`src/rtl/regfile_wb_arbiter_pkg.sv`:
```
// ---------------------------------------------------------------------------
// ozone_wb_pkg
// Shared definitions for the register-file writeback arbiter: register
// address width, datapath width, the queued writeback request record and the
// hard-wired zero register address.
// ---------------------------------------------------------------------------
package ozone_wb_pkg;

    localparam int REG_ADDR_W = 5;
    localparam int XLEN       = 32;

    // Writes addressed here are dropped on every path.
    localparam logic [REG_ADDR_W-1:0] REG_ZERO = '0;

    typedef struct packed {
        logic                  valid;
        logic [REG_ADDR_W-1:0] rd;
        logic [XLEN-1:0]       data;
    } wb_req_t;

endpackage

```
`src/rtl/regfile_wb_arbiter_if.sv`:
```
// ---------------------------------------------------------------------------
// regfile_wb_arbiter_if
// Bundles every non-clock/reset signal of the writeback arbiter:
//   alu_we/alu_rd/alu_data            ALU writeback (never stalled)
//   lng_valid/lng_ready/lng_rd/lng_data long-latency valid/ready handshake
//   chk_rs/chk_rt -> pend_rs/pend_rt  decode pending-write checks
//   fifo_count                        long-latency queue occupancy
//   RegWrite/WriteRegister/WriteData  registered regfile write port
// master: the producers/consumers around the arbiter. slave: the arbiter.
// ---------------------------------------------------------------------------
interface regfile_wb_arbiter_if #(
    parameter int DEPTH = 4,
    parameter int XLEN  = 32
);
    import ozone_wb_pkg::*;

    localparam int CNT_W = $clog2(DEPTH + 1);

    logic                  alu_we;
    logic [REG_ADDR_W-1:0] alu_rd;
    logic [XLEN-1:0]       alu_data;

    logic                  lng_valid;
    logic                  lng_ready;
    logic [REG_ADDR_W-1:0] lng_rd;
    logic [XLEN-1:0]       lng_data;

    logic [REG_ADDR_W-1:0] chk_rs;
    logic [REG_ADDR_W-1:0] chk_rt;
    logic                  pend_rs;
    logic                  pend_rt;

    logic [CNT_W-1:0]      fifo_count;

    logic                  RegWrite;
    logic [REG_ADDR_W-1:0] WriteRegister;
    logic [XLEN-1:0]       WriteData;

    modport master (
        output alu_we, alu_rd, alu_data,
        output lng_valid, lng_rd, lng_data,
        output chk_rs, chk_rt,
        input  lng_ready, pend_rs, pend_rt, fifo_count,
        input  RegWrite, WriteRegister, WriteData
    );

    modport slave (
        input  alu_we, alu_rd, alu_data,
        input  lng_valid, lng_rd, lng_data,
        input  chk_rs, chk_rt,
        output lng_ready, pend_rs, pend_rt, fifo_count,
        output RegWrite, WriteRegister, WriteData
    );

endinterface

```
`src/rtl/regfile_wb_arbiter_fifo.sv`:
```
// ---------------------------------------------------------------------------
// wb_fifo
// Circular queue of DEPTH writeback requests for the long-latency path.
// Ports:
//   clk, rst          clock, asynchronous active-low reset
//   push, push_req    enqueue request (caller guarantees !full)
//   pop               dequeue head (caller guarantees !empty)
//   kill, kill_rd     clear valid of every entry (and the incoming push)
//                     whose rd equals kill_rd; the slot stays occupied
//   chk_a, chk_b      register numbers compared against every valid entry
//   head              current head entry
//   count/empty/full  occupancy
//   match_a, match_b  per-entry "valid and rd == chk" vectors
// Only the valid bits and pointers are reset; rd/data are plain storage.
// ---------------------------------------------------------------------------
module wb_fifo
    import ozone_wb_pkg::*;
#(
    parameter  int DEPTH = 4,
    localparam int PTR_W = $clog2(DEPTH),
    localparam int CNT_W = $clog2(DEPTH + 1)
) (
    input  logic                  clk,
    input  logic                  rst,
    input  logic                  push,
    input  wb_req_t               push_req,
    input  logic                  pop,
    input  logic                  kill,
    input  logic [REG_ADDR_W-1:0] kill_rd,
    input  logic [REG_ADDR_W-1:0] chk_a,
    input  logic [REG_ADDR_W-1:0] chk_b,
    output wb_req_t               head,
    output logic [CNT_W-1:0]      count,
    output logic                  empty,
    output logic                  full,
    output logic [DEPTH-1:0]      match_a,
    output logic [DEPTH-1:0]      match_b
);

    logic [PTR_W-1:0]      head_q, head_d;
    logic [PTR_W-1:0]      tail_q, tail_d;
    logic [CNT_W-1:0]      count_q, count_d;
    logic [DEPTH-1:0]      valid_q, valid_d;
    logic [REG_ADDR_W-1:0] rd_q   [DEPTH];
    logic [REG_ADDR_W-1:0] rd_d   [DEPTH];
    logic [XLEN-1:0]       data_q [DEPTH];
    logic [XLEN-1:0]       data_d [DEPTH];

    assign count = count_q;
    assign empty = (count_q == '0);
    assign full  = (count_q == CNT_W'(DEPTH));
    assign head  = '{valid: valid_q[head_q], rd: rd_q[head_q], data: data_q[head_q]};

    always_comb begin
        for (int i = 0; i < DEPTH; i++) begin
            match_a[i] = valid_q[i] && (rd_q[i] == chk_a);
            match_b[i] = valid_q[i] && (rd_q[i] == chk_b);
        end
    end

    always_comb begin
        head_d  = head_q;
        tail_d  = tail_q;
        count_d = count_q;
        valid_d = valid_q;
        rd_d    = rd_q;
        data_d  = data_q;

        if (kill) begin
            for (int i = 0; i < DEPTH; i++) begin
                if (rd_q[i] == kill_rd) begin
                    valid_d[i] = 1'b0;
                end
            end
        end

        if (pop) begin
            valid_d[head_q] = 1'b0;
            head_d          = head_q + PTR_W'(1);
        end

        // A push that the same-edge ALU write supersedes lands already dead.
        if (push) begin
            valid_d[tail_q] = push_req.valid && !(kill && (push_req.rd == kill_rd));
            rd_d[tail_q]    = push_req.rd;
            data_d[tail_q]  = push_req.data;
            tail_d          = tail_q + PTR_W'(1);
        end

        case ({push, pop})
            2'b10:   count_d = count_q + CNT_W'(1);
            2'b01:   count_d = count_q - CNT_W'(1);
            default: count_d = count_q;
        endcase
    end

    always_ff @(posedge clk or negedge rst) begin
        if (!rst) begin
            head_q  <= '0;
            tail_q  <= '0;
            count_q <= '0;
            valid_q <= '0;
        end else begin
            head_q  <= head_d;
            tail_q  <= tail_d;
            count_q <= count_d;
            valid_q <= valid_d;
        end
    end

    always_ff @(posedge clk) begin
        rd_q   <= rd_d;
        data_q <= data_d;
    end

endmodule

```
`src/rtl/regfile_wb_arbiter.sv`:
```
// ---------------------------------------------------------------------------
// regfile_wb_arbiter
// Drives the register file's single write port from the ALU pipeline
// (absolute priority) and a queue of long-latency results, and reports
// whether decode source registers still have a write in flight.
// Ports:
//   clk   clock, all state on the rising edge
//   rst   asynchronous active-low reset
//   bus   regfile_wb_arbiter_if.slave (ALU path, long-latency handshake,
//         pending checks, fifo_count, registered RegWrite/WriteRegister/
//         WriteData)
// Build option: define WB_WAW_KILL_EN to have an ALU write invalidate queued
// long-latency writes to the same register, so the younger ALU value wins.
// XLEN must match ozone_wb_pkg::XLEN since queued entries use wb_req_t.
// ---------------------------------------------------------------------------
module regfile_wb_arbiter
    import ozone_wb_pkg::*;
#(
    parameter int DEPTH = 4,
    parameter int XLEN  = ozone_wb_pkg::XLEN
) (
    input logic                 clk,
    input logic                 rst,
    regfile_wb_arbiter_if.slave bus
);

    localparam int CNT_W = $clog2(DEPTH + 1);

    wb_req_t               head;
    wb_req_t               push_req;
    logic [CNT_W-1:0]      count;
    logic                  empty;
    logic                  full;
    logic [DEPTH-1:0]      match_rs;
    logic [DEPTH-1:0]      match_rt;
    logic                  alu_take;
    logic                  push;
    logic                  pop;
    logic                  kill;

    logic                  reg_write_q, reg_write_d;
    logic [REG_ADDR_W-1:0] write_register_q, write_register_d;
    logic [XLEN-1:0]       write_data_q, write_data_d;

    assign alu_take = bus.alu_we && (bus.alu_rd != REG_ZERO);

    // Ready depends on occupancy only: a full queue refuses a push even when
    // the head drains on the same edge.
    assign bus.lng_ready = ~full;

    // Register-zero results still complete the handshake but are not stored.
    assign push     = bus.lng_valid && ~full && (bus.lng_rd != REG_ZERO);
    assign pop      = ~alu_take && ~empty;
    assign push_req = '{valid: 1'b1, rd: bus.lng_rd, data: bus.lng_data};

`ifdef WB_WAW_KILL_EN
    assign kill = alu_take;
`else
    assign kill = 1'b0;
`endif

    wb_fifo #(
        .DEPTH (DEPTH)
    ) u_fifo (
        .clk      (clk),
        .rst      (rst),
        .push     (push),
        .push_req (push_req),
        .pop      (pop),
        .kill     (kill),
        .kill_rd  (bus.alu_rd),
        .chk_a    (bus.chk_rs),
        .chk_b    (bus.chk_rt),
        .head     (head),
        .count    (count),
        .empty    (empty),
        .full     (full),
        .match_a  (match_rs),
        .match_b  (match_rt)
    );

    assign bus.fifo_count = count;

    // A write is pending until it has left the output stage.
    assign bus.pend_rs = (bus.chk_rs != REG_ZERO) &&
                         ((|match_rs) || (reg_write_q && (write_register_q == bus.chk_rs)));
    assign bus.pend_rt = (bus.chk_rt != REG_ZERO) &&
                         ((|match_rt) || (reg_write_q && (write_register_q == bus.chk_rt)));

    // Output stage: ALU first, otherwise the queue head. A killed head uses
    // its pop slot but does not write.
    always_comb begin
        reg_write_d      = 1'b0;
        write_register_d = write_register_q;
        write_data_d     = write_data_q;
        if (alu_take) begin
            reg_write_d      = 1'b1;
            write_register_d = bus.alu_rd;
            write_data_d     = bus.alu_data;
        end else if (pop) begin
            reg_write_d      = head.valid;
            write_register_d = head.rd;
            write_data_d     = head.data;
        end
    end

    always_ff @(posedge clk or negedge rst) begin
        if (!rst) begin
            reg_write_q      <= 1'b0;
            write_register_q <= '0;
            write_data_q     <= '0;
        end else begin
            reg_write_q      <= reg_write_d;
            write_register_q <= write_register_d;
            write_data_q     <= write_data_d;
        end
    end

    assign bus.RegWrite      = reg_write_q;
    assign bus.WriteRegister = write_register_q;
    assign bus.WriteData     = write_data_q;

endmodule

```
`src/flat_wrapper.sv`:
```
// flat-port wrapper written by rule: the top's interface ports become plain ports
module regfile_wb_arbiter_flat import ozone_wb_pkg::*;
#(
    parameter int DEPTH = 4,
    parameter int XLEN  = ozone_wb_pkg::XLEN
)
  (clk, rst, bus_alu_we, bus_alu_rd, bus_alu_data, bus_lng_valid, bus_lng_rd, bus_lng_data, bus_chk_rs, bus_chk_rt, bus_lng_ready, bus_pend_rs, bus_pend_rt, bus_fifo_count, bus_RegWrite, bus_WriteRegister, bus_WriteData);
  regfile_wb_arbiter_if #(.DEPTH(DEPTH), .XLEN(XLEN)) bus_i ();
  input logic clk;
  input logic rst;
  input wire logic [$bits(bus_i.alu_we)-1:0] bus_alu_we;
  input wire logic [$bits(bus_i.alu_rd)-1:0] bus_alu_rd;
  input wire logic [$bits(bus_i.alu_data)-1:0] bus_alu_data;
  input wire logic [$bits(bus_i.lng_valid)-1:0] bus_lng_valid;
  input wire logic [$bits(bus_i.lng_rd)-1:0] bus_lng_rd;
  input wire logic [$bits(bus_i.lng_data)-1:0] bus_lng_data;
  input wire logic [$bits(bus_i.chk_rs)-1:0] bus_chk_rs;
  input wire logic [$bits(bus_i.chk_rt)-1:0] bus_chk_rt;
  output wire logic [$bits(bus_i.lng_ready)-1:0] bus_lng_ready;
  output wire logic [$bits(bus_i.pend_rs)-1:0] bus_pend_rs;
  output wire logic [$bits(bus_i.pend_rt)-1:0] bus_pend_rt;
  output wire logic [$bits(bus_i.fifo_count)-1:0] bus_fifo_count;
  output wire logic [$bits(bus_i.RegWrite)-1:0] bus_RegWrite;
  output wire logic [$bits(bus_i.WriteRegister)-1:0] bus_WriteRegister;
  output wire logic [$bits(bus_i.WriteData)-1:0] bus_WriteData;
  assign bus_i.alu_we = bus_alu_we;
  assign bus_i.alu_rd = bus_alu_rd;
  assign bus_i.alu_data = bus_alu_data;
  assign bus_i.lng_valid = bus_lng_valid;
  assign bus_i.lng_rd = bus_lng_rd;
  assign bus_i.lng_data = bus_lng_data;
  assign bus_i.chk_rs = bus_chk_rs;
  assign bus_i.chk_rt = bus_chk_rt;
  assign bus_lng_ready = bus_i.lng_ready;
  assign bus_pend_rs = bus_i.pend_rs;
  assign bus_pend_rt = bus_i.pend_rt;
  assign bus_fifo_count = bus_i.fifo_count;
  assign bus_RegWrite = bus_i.RegWrite;
  assign bus_WriteRegister = bus_i.WriteRegister;
  assign bus_WriteData = bus_i.WriteData;
  regfile_wb_arbiter #(.DEPTH(DEPTH), .XLEN(XLEN)) u_core (.clk(clk), .rst(rst), .bus(bus_i));
endmodule
```
`config.mk`:
```
export PLATFORM = sky130hd
export DESIGN_NAME = regfile_wb_arbiter_flat
export DESIGN_NICKNAME = d
export VERILOG_FILES = /design/src/rtl/regfile_wb_arbiter_pkg.sv /design/src/rtl/regfile_wb_arbiter_if.sv /design/src/rtl/regfile_wb_arbiter_fifo.sv /design/src/rtl/regfile_wb_arbiter.sv /design/src/flat_wrapper.sv
export SDC_FILE = /design/constraint.sdc
export NUM_CORES = 1
export LEC_CHECK = 0
export BUFFER_PORTS_ARGS = -buffer_cell sky130_fd_sc_hd__buf_2
export CORE_MARGIN = 3
export CORE_UTILIZATION = 40
export DETAILED_ROUTE_END_ITERATION = 7
export PLACE_DENSITY = 0.66
export SYNTH_ARGS = -nofsm -noshare
export SYNTH_HDL_FRONTEND = slang
export SYNTH_HIERARCHICAL = 1
export SYNTH_SLANG_ARGS = --single-unit
```
`constraint.sdc`:
```
create_clock -name clk -period 2.3 [get_ports clk]
set_clock_uncertainty 0.05 [all_clocks]
set_input_delay 0.23 -clock clk [delete_from_list [all_inputs] [get_ports clk]]
set_output_delay 0.23 -clock clk [all_outputs]
set_load 0.02 [all_outputs]
```
==> results of run 1 <==
-- synthesized netlist by cell type, drive strengths merged (2+ instances only) --
master / count
and3: 13
buf: 19
clkbuf: 5
conb: 2
dfrtp: 49
edfxtp: 148
ha: 9
inv: 14
mux2: 64
mux2i: 6
mux4: 38
nand2: 16
nand3: 4
nand4: 3
nor2: 2
nor4: 12
o211ai: 2
o21ai: 14
o22ai: 4
or4: 5
xnor2: 28
xor2: 52
-- repair_timing --
item | 4_1_cts | 5_1_grt
hold endpoints to repair | 191 | 0
pin swaps | 11 | 7
hold buffers | 67 | 0
gates resized for setup | 9 | 7
setup endpoints to repair | 2 | 3
buffers inserted | 6 | 13
gates cloned | 0 | 0
-- cells by family (layout without fill, tap and decap cells) --
family	count (synthesis)	in the layout	synth area share, %
buffers and inverters	38	291	2.87
other	2	6	0.0848
adders and majority gates	10	10	1.50
muxes	108	108	18.5
DFF	197	197	64.0
AOI/OAI and AO/OA	22	22	1.57
and+or+nand+nor	57	57	3.56
xor gates and xnor gates	80	80	7.91
-- power by group --
| group | internal [mW] | switching, mW | total, mW |
|---|---|---|---|
| sequential | 4.79 | 0.448 | 5.24 |
| combinational | 2.30 | 2.35 | 4.64 |
| clock | 1.47 | 1.46 | 2.94 |
| total | 8.56 | 4.26 | 12.8 |
-- sequential cells by signal, indices dropped and copies added (netlist names) --
name and flops:
u_core/bus.WriteRegister 5, u_core/u_fifo/rd_q 20, u_core/u_fifo/data_q 128, u_core/bus.RegWrite 1
u_core/bus.WriteData 32, u_core/u_fifo/valid_q 4, u_core/u_fifo/head_q 2, u_core/u_fifo/tail_q 2
u_core/u_fifo/count 3
-- final timing paths --
check	startpoint	endpoint	slack, ns	cells after the start
setup / recovery	u_core/u_fifo/rd_q[12]$_DFFE_PP_	bus_pend_rt	-0.19	7
hold / removal	bus_lng_rd[4]	u_core/u_fifo/rd_q[19]$_DFFE_PP_	0.03	1
setup reg to reg	u_core/u_fifo/count[0]$_DFFE_PN0P_	u_core/u_fifo/rd_q[5]$_DFFE_PP_	0.19	9
hold reg to reg	u_core/u_fifo/tail_q[0]$_DFFE_PN0P_	u_core/u_fifo/tail_q[0]$_DFFE_PN0P_	0.49	1
max in group asynchronous	rst	u_core/bus.WriteData[25]$_DFFE_PN0P_	1.23	3
min in group asynchronous	rst	u_core/bus.WriteData[12]$_DFFE_PN0P_	0.31	2
-- layout by cell type (no fill, tap or decap), types with 5 or more instances in the layout --
cell	count
sky130_fd_sc_hd__edfxtp_1	148
sky130_fd_sc_hd__xnor2_1	28
sky130_fd_sc_hd__mux2i_1	6
sky130_fd_sc_hd__clkinvlp_4	6
sky130_fd_sc_hd__inv_1	10
sky130_fd_sc_hd__dlygate4sd3_1	66
sky130_fd_sc_hd__dfrtp_1	47
sky130_fd_sc_hd__mux4_2	38
sky130_fd_sc_hd__and3_1	13
sky130_fd_sc_hd__buf_4	44
sky130_fd_sc_hd__buf_2	128
sky130_fd_sc_hd__conb_1	6
sky130_fd_sc_hd__clkinv_8	5
sky130_fd_sc_hd__nor4_1	8
sky130_fd_sc_hd__clkbuf_16	17
sky130_fd_sc_hd__buf_12	6
sky130_fd_sc_hd__ha_1	8
sky130_fd_sc_hd__nand2_1	16
sky130_fd_sc_hd__mux2_2	64
sky130_fd_sc_hd__xor2_1	51
sky130_fd_sc_hd__o21ai_0	8
-- per-layer routing --
layer	vias up	global-route usage, %	wire, microns	part of all wire [%]
li1	2444	-	-	-
met1	2696	21.4	8180	40
met2	162	31.3	10700	53
met3	28	3.50	1040	5.1
met4	0	5.85	359	1.8
met5	-	0	0	0
-- per-stage QoR --
step | worst slack (ns) | instances | setup TNS (ns) | power (mW) | util (%)
after floorplan | -0.0767 | 518 | -0.0767 | 8.37 | -
after global placement | -0.0730 | 929 | -0.0730 | 9.68 | 46.8
after detailed placement | -0.120 | 929 | -0.120 | 9.82 | 46.8
after CTS | -0.244 | 1034 | -0.469 | 12.9 | 53.1
after global routing | -0.278 | 1046 | -0.536 | 13.5 | 53.7
final | -0.194 | 1046 | -0.380 | 12.8 | 53.7
-- final cells by class --
type,count,area (sq um)
flip-flops and latches,197,5670
well taps,275,344
multi-input cells,283,3000
repair buffers,245,1760
inverters,14,67.6
clock buffers,17,425
fillers,1726,9900
clock inverters,15,181
==> flow_results.xml, run 1 <==
<?xml version="1.0" encoding="UTF-8"?>
<metrics>
  <group name="clock_tree">
    <metric name="root_buffer" unit="">sky130_fd_sc_hd__clkbuf_16</metric>
    <metric name="max_buffers_root_to_sink" unit="">2</metric>
    <metric name="cts_tree" unit="">yes</metric>
    <metric name="tritoncts.num_buffers" unit="">17</metric>
    <metric name="clock_sink_count" unit="">197</metric>
    <metric name="clkSlewWorstSetupHoldPaths" unit="ns">0.07</metric>
    <metric name="cts_htree_levels" unit="">4</metric>
    <metric name="clock_latency" unit="ns">0.43</metric>
  </group>
  <group name="floorplan">
    <metric name="start_util" unit="%">41.5</metric>
    <metric name="area_of_the_die" unit="sq um">24000</metric>
    <metric name="chipHeight" unit="microns">155</metric>
    <metric name="i_o_pin_total" unit="">132</metric>
    <metric name="core_area" unit="sq um">21400</metric>
    <metric name="die_width" unit="microns">155</metric>
    <metric name="rows" unit="">53</metric>
  </group>
  <group name="sta">
    <metric name="post-route-min-period" unit="ns">2.49</metric>
    <metric name="slew-limit-headroom" unit="%">56.4</metric>
    <metric name="final_count_of_hold_timing_violations" unit="">0</metric>
    <metric name="timing.final.max_slew_violations" unit="">0</metric>
    <metric name="max_freq" unit="GHz">0.401</metric>
    <metric name="post-route-worst-setup-slack" unit="ns">-0.194</metric>
    <metric name="finalHoldWorstSlack" unit="ns">0.0313</metric>
    <metric name="post-route-period-util" unit="%">108</metric>
    <metric name="setup_violations" unit="">2</metric>
    <metric name="timing_worst_slew_pin_value" unit="ns">0.655</metric>
    <metric name="grt_setup_unrepaired" unit="">true</metric>
  </group>
  <group name="synth">
    <metric name="share_of_synthesized_registers_carrying_an_async_set_or_reset" unit="%">24.9</metric>
    <metric name="syn-mean-instance-area" unit="sq um">17.2</metric>
    <metric name="synthTopCellsByArea" unit="">sky130_fd_sc_hd__edfxtp_1, sky130_fd_sc_hd__dfrtp_1, sky130_fd_sc_hd__mux4_2, sky130_fd_sc_hd__mux2_2, sky130_fd_sc_hd__xor2_1</metric>
    <metric name="ys_warn_count" unit="">6</metric>
    <metric name="synth_area" unit="sq um">8860</metric>
    <metric name="seq_area_frac_synth" unit="%">64.0</metric>
    <metric name="syn-instance-count" unit="">514</metric>
    <metric name="synth.top_cell.area_share" unit="%">50.2</metric>
    <metric name="ys_types" unit="">33</metric>
    <metric name="synth-edff-count" unit="">148</metric>
    <metric name="yosys_register_bits" unit="">197</metric>
    <metric name="yosys_most_used_dff" unit="">sky130_fd_sc_hd__edfxtp_1</metric>
    <metric name="synth.largest_area_cell" unit="">sky130_fd_sc_hd__edfxtp_1</metric>
  </group>
  <group name="global_route">
    <metric name="grt_start_max_net_pins" unit="">34</metric>
    <metric name="wire_length_of_the_first_global_routing_pass" unit="mm">32.3</metric>
    <metric name="via_count_of_the_first_global_routing_pass" unit="">5893</metric>
    <metric name="grt_overflow" unit="">0</metric>
    <metric name="grt_use_total" unit="%">17.5</metric>
    <metric name="grt_antenna_before_repair" unit="">0</metric>
  </group>
  <group name="route">
    <metric name="wl_per_cell" unit="microns">19.4</metric>
    <metric name="drc" unit="">0</metric>
    <metric name="detail_route.vias_per_cell" unit="">5.10</metric>
    <metric name="detail_route.iter0.violations" unit="">230</metric>
    <metric name="routed_wl" unit="mm">20.3</metric>
    <metric name="detailedRoute.firstPassIterationCount" unit="">4</metric>
    <metric name="final_antenna_net_count" unit="">0</metric>
    <metric name="num_vias" unit="">5330</metric>
  </group>
  <group name="pwr">
    <metric name="power.static_leakage" unit="nW">4.37</metric>
    <metric name="cellPowerDensity" unit="nW/um^2">1120</metric>
    <metric name="irDropWorstVdd" unit="V">0.000769</metric>
  </group>
  <group name="status">
    <metric name="run_status" unit="">complete, but fails checks</metric>
    <metric name="failing_checks" unit="">negative setup slack</metric>
  </group>
  <group name="cells_and_area">
    <metric name="antenna_cells" unit="">0</metric>
    <metric name="layout.cell_area.non_filler" unit="sq um">11500</metric>
    <metric name="syn_to_final_growth" unit="%">29.4</metric>
    <metric name="fin_nets" unit="">856</metric>
    <metric name="layout_cells_sized_above_1" unit="%">42.9</metric>
  </group>
  <group name="critical_path">
    <metric name="crit_arrival" unit="ns">2.21</metric>
    <metric name="critical-path-max-stage-delay" unit="ns">0.53</metric>
    <metric name="cp_cell_sequence" unit="">xor2_1, nor4_2, and3_1, or4_4, o21ai_2, o21ai_1, buf_4</metric>
    <metric name="top_delay_family_on_crit_path" unit="">simple AND/OR/NAND/NOR gates</metric>
    <metric name="crit_path_top_delay_cell" unit="">sky130_fd_sc_hd__or4_4</metric>
    <metric name="cp-end-kind" unit="">output pin</metric>
    <metric name="worst-endpoint-required" unit="ns">2.02</metric>
    <metric name="critPathBufInv" unit="">1</metric>
    <metric name="crit_path_max_fanout" unit="">4</metric>
    <metric name="cp-start-kind" unit="">register</metric>
    <metric name="setup.worst_path.class" unit="">register to output pin</metric>
  </group>
  <group name="place">
    <metric name="gp_routability_congestion" unit="">0.859</metric>
    <metric name="placed_area" unit="sq um">9990</metric>
    <metric name="port_buffers" unit="">131</metric>
    <metric name="dpl.hpwl" unit="mm">13.7</metric>
  </group>
  <group name="hold_path">
    <metric name="hold_class" unit="">primary input to register</metric>
  </group>
  <group name="job">
    <metric name="drv_cap" unit="">0</metric>
  </group>
</metrics>
(Power assumes the default switching activity.)
==> inputs of run 2 (changes only) <==
--- a/config.mk
+++ b/config.mk
@@ -12,5 +12,4 @@
 export PLACE_DENSITY = 0.66
 export SYNTH_ARGS = -nofsm -noshare
 export SYNTH_HDL_FRONTEND = slang
-export SYNTH_HIERARCHICAL = 1
 export SYNTH_SLANG_ARGS = --single-unit
==> run 2 against run 1 <==
  * The flow now finishes without violations
  * Routed wire length decreased by 8.4%
  * Count of clock-buffer cells in the layout unchanged
  * Global-route usage decreased by 0.37 points
  * Critical path type unchanged
==> flow_results.xml, run 2 <==
<?xml version="1.0" encoding="UTF-8"?>
<metrics>
  <group name="sta">
    <metric name="setup_violations" unit="">0</metric>
    <metric name="post-route-period-util" unit="%">96.3</metric>
    <metric name="timing.final.max_slew_violations" unit="">0</metric>
    <metric name="setup_tns" unit="ns">0</metric>
    <metric name="timing_worst_slew_pin_value" unit="ns">0.774</metric>
    <metric name="post-route-worst-setup-slack" unit="ns">0.0861</metric>
    <metric name="final_count_of_hold_timing_violations" unit="">0</metric>
    <metric name="max_freq" unit="GHz">0.452</metric>
    <metric name="slew-limit-headroom" unit="%">48.4</metric>
    <metric name="post-route-min-period" unit="ns">2.21</metric>
  </group>
  <group name="critical_path">
    <metric name="setup.worst_path.class" unit="">register to output pin</metric>
    <metric name="cp-start-kind" unit="">register</metric>
    <metric name="critical_path.reg2reg.startpoint" unit="">u_core.u_fifo.count[0]$_DFFE_PN0P_</metric>
    <metric name="cp-end-kind" unit="">output pin</metric>
    <metric name="worst-endpoint-required" unit="ns">2.02</metric>
    <metric name="crit_path_max_fanout" unit="">3</metric>
    <metric name="crit_arrival" unit="ns">1.93</metric>
    <metric name="cp-startpoint" unit="">u_core.u_fifo.rd_q[17]$_DFFE_PP_</metric>
  </group>
  <group name="hold_path">
    <metric name="hold_class" unit="">primary input to register</metric>
    <metric name="hp-start" unit="">bus_alu_data[19]</metric>
  </group>
  <group name="cells_and_area">
    <metric name="final-seq-area" unit="sq um">5680</metric>
    <metric name="antenna_cells" unit="">0</metric>
    <metric name="filler_cell_count" unit="">1669</metric>
    <metric name="layout.cell_area.non_filler" unit="sq um">10700</metric>
    <metric name="multi_input_area" unit="sq um">2550</metric>
    <metric name="final_common_cell" unit="">sky130_fd_sc_hd__edfxtp_1</metric>
    <metric name="syn_to_final_growth" unit="%">28.4</metric>
    <metric name="mostFrequentLayoutCells" unit="">sky130_fd_sc_hd__edfxtp_1, sky130_fd_sc_hd__buf_2, sky130_fd_sc_hd__dlygate4sd3_1</metric>
    <metric name="largest_register" unit="">u_core.u_fifo.data_q</metric>
    <metric name="fin_nets" unit="">808</metric>
    <metric name="finalNonFillerCells" unit="">993</metric>
    <metric name="layout_cells_sized_above_1" unit="%">33.7</metric>
    <metric name="largest_register_ffs" unit="">128</metric>
  </group>
  <group name="place">
    <metric name="port_buffers" unit="">131</metric>
    <metric name="post-place-cells" unit="">900</metric>
    <metric name="placed_area" unit="sq um">9490</metric>
    <metric name="gp_routability_congestion" unit="">0.844</metric>
    <metric name="dpl.hpwl" unit="mm">12.3</metric>
    <metric name="placement.setup.worst_slack" unit="ns">-0.137</metric>
  </group>
  <group name="global_route">
    <metric name="grt_start_max_net_pins" unit="">75</metric>
    <metric name="grt_overflow" unit="">0</metric>
    <metric name="via_count_of_the_first_global_routing_pass" unit="">5317</metric>
    <metric name="grt_use_total" unit="%">17.2</metric>
    <metric name="wire_length_of_the_first_global_routing_pass" unit="mm">29.2</metric>
    <metric name="grt_antenna_before_repair" unit="">0</metric>
  </group>
  <group name="synth">
    <metric name="synth.top_cell.area_share" unit="%">53.1</metric>
    <metric name="syn_nets" unit="">604</metric>
    <metric name="synth_area" unit="sq um">8360</metric>
    <metric name="synth-edff-count" unit="">148</metric>
    <metric name="synth_simple_gate_area_share" unit="%">4.37</metric>
    <metric name="synth.largest_area_cell" unit="">sky130_fd_sc_hd__edfxtp_1</metric>
    <metric name="yosys_register_bits" unit="">197</metric>
    <metric name="ys_types" unit="">27</metric>
    <metric name="syn-mean-instance-area" unit="sq um">16.5</metric>
    <metric name="seq_area_frac_synth" unit="%">67.8</metric>
    <metric name="post_synth_mux_area_share" unit="%">14.9</metric>
    <metric name="synthTopCellsByArea" unit="">sky130_fd_sc_hd__edfxtp_1, sky130_fd_sc_hd__dfrtp_1, sky130_fd_sc_hd__mux4_2, sky130_fd_sc_hd__mux2i_1, sky130_fd_sc_hd__xor2_1</metric>
    <metric name="area_share_of_xor_xnor_cells_in_the_synthesized_design" unit="%">5.76</metric>
    <metric name="synth-adder-area-share" unit="%">1.59</metric>
    <metric name="post-synth-top-count-cell" unit="">sky130_fd_sc_hd__edfxtp_1</metric>
    <metric name="ys_warn_count" unit="">0</metric>
    <metric name="fraction_of_the_mapped_netlist_area_in_compound_gates" unit="%">3.13</metric>
    <metric name="yosys_most_used_dff" unit="">sky130_fd_sc_hd__edfxtp_1</metric>
    <metric name="synthTopCellsByCount" unit="">sky130_fd_sc_hd__edfxtp_1, sky130_fd_sc_hd__dfrtp_1, sky130_fd_sc_hd__xor2_1</metric>
    <metric name="dominant_combinational_cell_family_by_area_after_synthesis" unit="">multiplexers</metric>
    <metric name="syn-instance-count" unit="">506</metric>
    <metric name="share_of_synthesized_registers_carrying_an_async_set_or_reset" unit="%">24.9</metric>
  </group>
  <group name="clock_tree">
    <metric name="cts_post_setup_buffers_inserted" unit="">0</metric>
    <metric name="cts_tree" unit="">yes</metric>
    <metric name="clkSlewWorstSetupHoldPaths" unit="ns">0.07</metric>
    <metric name="cts_htree_levels" unit="">4</metric>
    <metric name="clock_latency" unit="ns">0.42</metric>
    <metric name="max_buffers_root_to_sink" unit="">2</metric>
    <metric name="clock_sink_count" unit="">197</metric>
    <metric name="tritoncts.num_buffers" unit="">17</metric>
    <metric name="root_buffer" unit="">sky130_fd_sc_hd__clkbuf_16</metric>
  </group>
  <group name="floorplan">
    <metric name="die_width" unit="microns">151</metric>
    <metric name="core_area" unit="sq um">20400</metric>
    <metric name="area_of_the_die" unit="sq um">22700</metric>
    <metric name="start_util" unit="%">41.1</metric>
    <metric name="i_o_pin_total" unit="">132</metric>
    <metric name="rows" unit="">52</metric>
    <metric name="chipHeight" unit="microns">151</metric>
  </group>
  <group name="pwr">
    <metric name="irDropWorstVdd" unit="V">0.000577</metric>
    <metric name="power.static_leakage" unit="nW">4.02</metric>
    <metric name="cellPowerDensity" unit="nW/um^2">1150</metric>
  </group>
  <group name="route">
    <metric name="routed_wl" unit="mm">18.6</metric>
    <metric name="drc" unit="">0</metric>
    <metric name="detailedRoute.firstPassIterationCount" unit="">4</metric>
    <metric name="wl_per_cell" unit="microns">18.7</metric>
    <metric name="detail_route.vias_per_cell" unit="">4.99</metric>
    <metric name="num_vias" unit="">4959</metric>
    <metric name="final_antenna_net_count" unit="">0</metric>
    <metric name="detail_route.iter0.violations" unit="">346</metric>
  </group>
  <group name="status">
    <metric name="run_status" unit="">finished, final reports clean</metric>
  </group>
  <group name="job">
    <metric name="drv_cap" unit="">0</metric>
  </group>
</metrics>
## run 2: cell types whose count changed after synthesis, moves of 13 or more
cell / previous run / this run
sky130_fd_sc_hd__xnor2_1: 28 / 13
sky130_fd_sc_hd__buf_6: 13 / 0
sky130_fd_sc_hd__mux2i_1: 6 / 37
sky130_fd_sc_hd__mux2_2: 64 / 2
sky130_fd_sc_hd__and3_1: 13 / 0
sky130_fd_sc_hd__nor2_1: 2 / 38
sky130_fd_sc_hd__a21oi_1: 0 / 37
## run 2: timing repair
item                                    in CTS  in global routing
gates resized for setup                      0                  7
endpoints found under the setup margin       0                  2
hold buffers                                61                  0
hold endpoints to repair                   217                  0
## run 2: area by class of cell
cell class	instances	share of cell area (%)
sequential	197	52.9
multi-input combinational	268	23.7
clock buffer	17	3.96
inverter	9	0.315
clock inverter	15	1.61
tap	270	3.15
timing repair buffer	217	14.4
## run 2: worst paths after layout
check	slack, ns	to	depth (start not counted)
min in group asynchronous	0.44	u_core.bus.WriteData[0]$_DFFE_PN0P_	3
max reg2reg	0.22	u_core.u_fifo.count[2]$_DFFE_PN0P_	11
max	0.09	bus_pend_rs	6
max in group asynchronous	1.23	u_core.u_fifo.head_q[1]$_DFFE_PN0N_	3
min reg2reg	0.51	u_core.u_fifo.count[0]$_DFFE_PN0P_	1
min	0.02	u_core.bus.WriteData[19]$_DFFE_PN0P_	3
## run 2: through the flow
stage	util [%]	power (mW)	hold slack [ns]
floorplan	-	7.97	-0.116
global placement	46.6	9.26	0.356
detailed placement	46.6	9.40	0.372
CTS	52.5	12.5	0.000816
global route	52.7	13.1	0.00745
finish	52.7	12.3	0.0186
## run 2: report_power, final
part / leakage, nW / internal, mW / switching, mW
logic: 1.83 / 1.94 / 2.15
registers: 1.91 / 4.76 / 0.501
clock network: 0.282 / 1.63 / 1.33
## run 2: cell families (layout without fill, tap and decap cells)
kind of cell,after synthesis,in the layout
xor gates and xnor gates,55,55
buffers and inverters,41,258
adders and majority gates,10,10
muxes,77,77
AOI/OAI and AO/OA,47,47
and+or+nand+nor,79,79
DFF,197,197
## run 2: worst max-delay path: stages, from the launching register on
cell and delay (ns):
sky130_fd_sc_hd__edfxtp_1 0.46, sky130_fd_sc_hd__xor2_1 0.19, sky130_fd_sc_hd__nor4_1 0.38, sky130_fd_sc_hd__nand3_1 0.12, sky130_fd_sc_hd__nand2_1 0.08, sky130_fd_sc_hd__o22a_1 0.13, sky130_fd_sc_hd__buf_2 0.16
## run 2: routing by layer
metal / GRT usage (%) / wire, microns / vias up
met5: 0 / 0 / -
met4: 4.62 / 162 / 0
met3: 4.00 / 906 / 10
met2: 28.9 / 9580 / 138
met1: 22.6 / 7960 / 2490
li1: - / - / 2321
==> inputs of run 3 (changes only) <==
--- a/config.mk
+++ b/config.mk
@@ -9,7 +9,7 @@
 export CORE_MARGIN = 3
 export CORE_UTILIZATION = 40
 export DETAILED_ROUTE_END_ITERATION = 7
-export PLACE_DENSITY = 0.66
+export PLACE_DENSITY = 0.64
 export SYNTH_ARGS = -nofsm -noshare
 export SYNTH_HDL_FRONTEND = slang
 export SYNTH_SLANG_ARGS = --single-unit
==> constraint.sdc (replaced) <==
create_clock -name clk -period 2.1 [get_ports clk]
set_clock_uncertainty 0.05 [all_clocks]
set_input_delay 0.21 -clock clk [delete_from_list [all_inputs] [get_ports clk]]
set_output_delay 0.21 -clock clk [all_outputs]
set_load 0.02 [all_outputs]
==> run 3 against run 2 <==
  * The flow now finishes with violations (negative setup slack)
  * Global-route usage hardly changed
  * Critical path depth stayed put
  * Combinational power is 14% higher
  * Cell count is 1.0% higher
  * Critical path type unchanged
  * Critical endpoint unchanged
==> flow_results.xml, run 3 (synthesis gave the netlist of run 2 again) <==
<?xml version="1.0" encoding="UTF-8"?>
<metrics>
  <group name="status">
    <metric name="run_status" unit="">complete, but fails checks</metric>
    <metric name="failing_checks" unit="">negative setup slack</metric>
  </group>
  <group name="global_route">
    <metric name="wire_length_of_the_first_global_routing_pass" unit="mm">29.3</metric>
    <metric name="grt_use_total" unit="%">17.2</metric>
    <metric name="busiest_layer" unit="">met2</metric>
    <metric name="use_met2" unit="%">30.0</metric>
    <metric name="grt_overflow" unit="">0</metric>
    <metric name="grt_start_max_net_pins" unit="">75</metric>
    <metric name="grt.met1_usage" unit="%">21.6</metric>
    <metric name="grt_use_met3" unit="%">4.12</metric>
    <metric name="via_count_of_the_first_global_routing_pass" unit="">5399</metric>
    <metric name="grt_antenna_before_repair" unit="">0</metric>
  </group>
  <group name="route">
    <metric name="detail_route.vias_per_cell" unit="">5.06</metric>
    <metric name="final_antenna_net_count" unit="">0</metric>
    <metric name="wl_per_cell" unit="microns">18.6</metric>
    <metric name="drc" unit="">0</metric>
    <metric name="routed_wl" unit="mm">18.7</metric>
    <metric name="detailedRoute.firstPassIterationCount" unit="">4</metric>
    <metric name="num_vias" unit="">5072</metric>
    <metric name="detail_route.iter0.violations" unit="">304</metric>
  </group>
  <group name="clock_tree">
    <metric name="cts_htree_levels" unit="">4</metric>
    <metric name="clock_sink_count" unit="">197</metric>
    <metric name="max_buffers_root_to_sink" unit="">2</metric>
    <metric name="root_buffer" unit="">sky130_fd_sc_hd__clkbuf_16</metric>
    <metric name="tritoncts.num_buffers" unit="">17</metric>
    <metric name="clock_latency" unit="ns">0.43</metric>
    <metric name="cts_tree" unit="">yes</metric>
    <metric name="clkSlewWorstSetupHoldPaths" unit="ns">0.07</metric>
  </group>
  <group name="sta">
    <metric name="setup_violations" unit="">2</metric>
    <metric name="slew-limit-headroom" unit="%">49.1</metric>
    <metric name="timing.final.max_slew_violations" unit="">0</metric>
    <metric name="max_freq" unit="GHz">0.454</metric>
    <metric name="final_count_of_hold_timing_violations" unit="">0</metric>
    <metric name="post-route-period-util" unit="%">105</metric>
    <metric name="post-route-min-period" unit="ns">2.20</metric>
    <metric name="grt_setup_unrepaired" unit="">true</metric>
    <metric name="post-route-worst-setup-slack" unit="ns">-0.101</metric>
    <metric name="timing_worst_slew_pin_value" unit="ns">0.764</metric>
  </group>
  <group name="floorplan">
    <metric name="area_of_the_die" unit="sq um">22700</metric>
    <metric name="rows" unit="">52</metric>
    <metric name="die_width" unit="microns">151</metric>
    <metric name="i_o_pin_total" unit="">132</metric>
    <metric name="start_util" unit="%">41.1</metric>
    <metric name="chipHeight" unit="microns">151</metric>
    <metric name="core_area" unit="sq um">20400</metric>
  </group>
  <group name="critical_path">
    <metric name="setup.worst_path.class" unit="">register to output pin</metric>
    <metric name="worst-endpoint-required" unit="ns">1.84</metric>
    <metric name="crit_path_top_delay_cell" unit="">sky130_fd_sc_hd__edfxtp_1</metric>
    <metric name="cp-end-kind" unit="">output pin</metric>
    <metric name="critical-path-max-stage-delay" unit="ns">0.49</metric>
    <metric name="cp_cell_sequence" unit="">xor2_2, nor4_4, nand3_1, nand2_1, o22a_1, buf_6</metric>
    <metric name="crit_arrival" unit="ns">1.94</metric>
    <metric name="cp-start-kind" unit="">register</metric>
    <metric name="crit_path_max_fanout" unit="">3</metric>
  </group>
  <group name="pwr">
    <metric name="power.internal" unit="mW">9.13</metric>
    <metric name="share_seq_of_total_power" unit="%">42.4</metric>
    <metric name="power_frac_comb" unit="%">34.6</metric>
    <metric name="power_dissipated_by_switching_net_loads" unit="mW">4.42</metric>
    <metric name="cellPowerDensity" unit="nW/um^2">1240</metric>
    <metric name="share_of_total_power_in_the_clock_network" unit="%">23.0</metric>
    <metric name="p_sw_share" unit="%">32.6</metric>
    <metric name="power.static_leakage" unit="nW">4.07</metric>
    <metric name="irDropWorstVdd" unit="V">0.000663</metric>
  </group>
  <group name="cells_and_area">
    <metric name="antenna_cells" unit="">0</metric>
    <metric name="largest_register_ffs" unit="">128</metric>
    <metric name="multi_input_area" unit="sq um">2610</metric>
    <metric name="final_common_cell" unit="">sky130_fd_sc_hd__edfxtp_1</metric>
    <metric name="filler_cell_count" unit="">1673</metric>
    <metric name="largest_register" unit="">u_core.u_fifo.data_q</metric>
    <metric name="layout_cells_sized_above_1" unit="%">34.1</metric>
    <metric name="layout.cell_area.non_filler" unit="sq um">10900</metric>
    <metric name="fin_nets" unit="">818</metric>
    <metric name="final-seq-area" unit="sq um">5670</metric>
    <metric name="final_util" unit="%">53.7</metric>
    <metric name="syn_to_final_growth" unit="%">30.7</metric>
    <metric name="finalNonFillerCells" unit="">1003</metric>
    <metric name="mostFrequentLayoutCells" unit="">sky130_fd_sc_hd__edfxtp_1, sky130_fd_sc_hd__buf_2, sky130_fd_sc_hd__dlygate4sd3_1</metric>
  </group>
  <group name="place">
    <metric name="dpl.hpwl" unit="mm">12.4</metric>
    <metric name="placed_area" unit="sq um">9550</metric>
    <metric name="post-place-cells" unit="">897</metric>
    <metric name="port_buffers" unit="">131</metric>
    <metric name="gp_routability_congestion" unit="">0.877</metric>
    <metric name="placement.setup.worst_slack" unit="ns">-0.182</metric>
  </group>
  <group name="hold_path">
    <metric name="hold_class" unit="">primary input to register</metric>
  </group>
  <group name="job">
    <metric name="drv_cap" unit="">0</metric>
  </group>
</metrics>
==> run 3: changes by cell type in the layout (fill, tap and decap cells not counted), sizes merged <==
cell,change
clkbuf,+1
dlygate4sd3,+10
bufinv,-1
==> run 3: per-stage QoR <==
| step | total power, mW | setup TNS (ns) | hold slack (ns) |
|---|---|---|---|
| floorplan | 8.79 | -0.0507 | -0.136 |
| global placement | 10.3 | -0.175 | 0.186 |
| detailed placement | 10.4 | -0.236 | 0.197 |
| CTS | 13.7 | -0.180 | 0.000247 |
| global route | 14.3 | -0.370 | 0.0232 |
| finish | 13.6 | -0.187 | 0.0217 |
==> run 3: path summary, 6_finish.rpt <==
check | endpoint | from | slack (ns) | depth (start not counted)
max in group asynchronous | u_core.u_fifo.head_q[0]$_DFFE_PN0N_ | rst | 1.13 | 3
min in group asynchronous | u_core.bus.WriteData[4]$_DFFE_PN0P_ | rst | 0.28 | 2
worst max register to register | u_core.u_fifo.count[2]$_DFFE_PN0P_ | u_core.u_fifo.count[1]$_DFFE_PN0P_ | 0.13 | 11
worst min-delay path | u_core.bus.WriteData[0]$_DFFE_PN0P_ | bus_alu_data[0] | 0.02 | 3
worst max-delay path | bus_pend_rs | u_core.u_fifo.rd_q[12]$_DFFE_PP_ | -0.10 | 6
worst min register to register | u_core.u_fifo.count[0]$_DFFE_PN0P_ | u_core.u_fifo.count[0]$_DFFE_PN0P_ | 0.47 | 1
==> run 3: worst max-delay path, delay by kind of cell, from the launching register on <==
kind | cells | cell delay, ns
buffers and inverters | 1 | 0.12
AND/OR/NAND/NOR | 3 | 0.54
XOR/XNOR | 1 | 0.21
flip-flops | 1 | 0.49
AO/OA/AOI/OAI | 1 | 0.16
==> run 3: power groups by stage <==
stage	clock (mW)	combinational, mW	sequential, mW
after detailed placement	0	4.60	5.84
after floorplan	0	2.75	6.04
final	3.12	4.69	5.75
after global routing	3.39	5.09	5.84
after global placement	0	4.51	5.77
after CTS	3.22	4.77	5.75
==> run 3: layer usage <==
layer,routed length (microns),vias up,part of all wire [%]
li1,-,2346,-
met1,7830,2586,42
met2,9810,121,52
met3,864,19,4.6
met4,199,0,1.1
met5,0,-,0
==> run 3: what timing repair did <==
item | 4_1_cts | 5_1_grt
endpoints found under the hold margin | 199 | 0
setup endpoints to repair | 2 | 3
setup buffers | 2 | 1
hold buffers | 71 | 0
pin swaps | 16 | 14
gates cloned | 0 | 0
resized for setup | 10 | 3
==> run 3: area by class of cell <==
cell class | count | area share, %
tap | 270 | 3.09
clock buffer | 18 | 3.93
inverter | 9 | 0.309
clock inverter | 14 | 1.32
multi-input combinational | 268 | 23.8
timing repair buffer | 227 | 15.6
sequential | 197 | 51.9
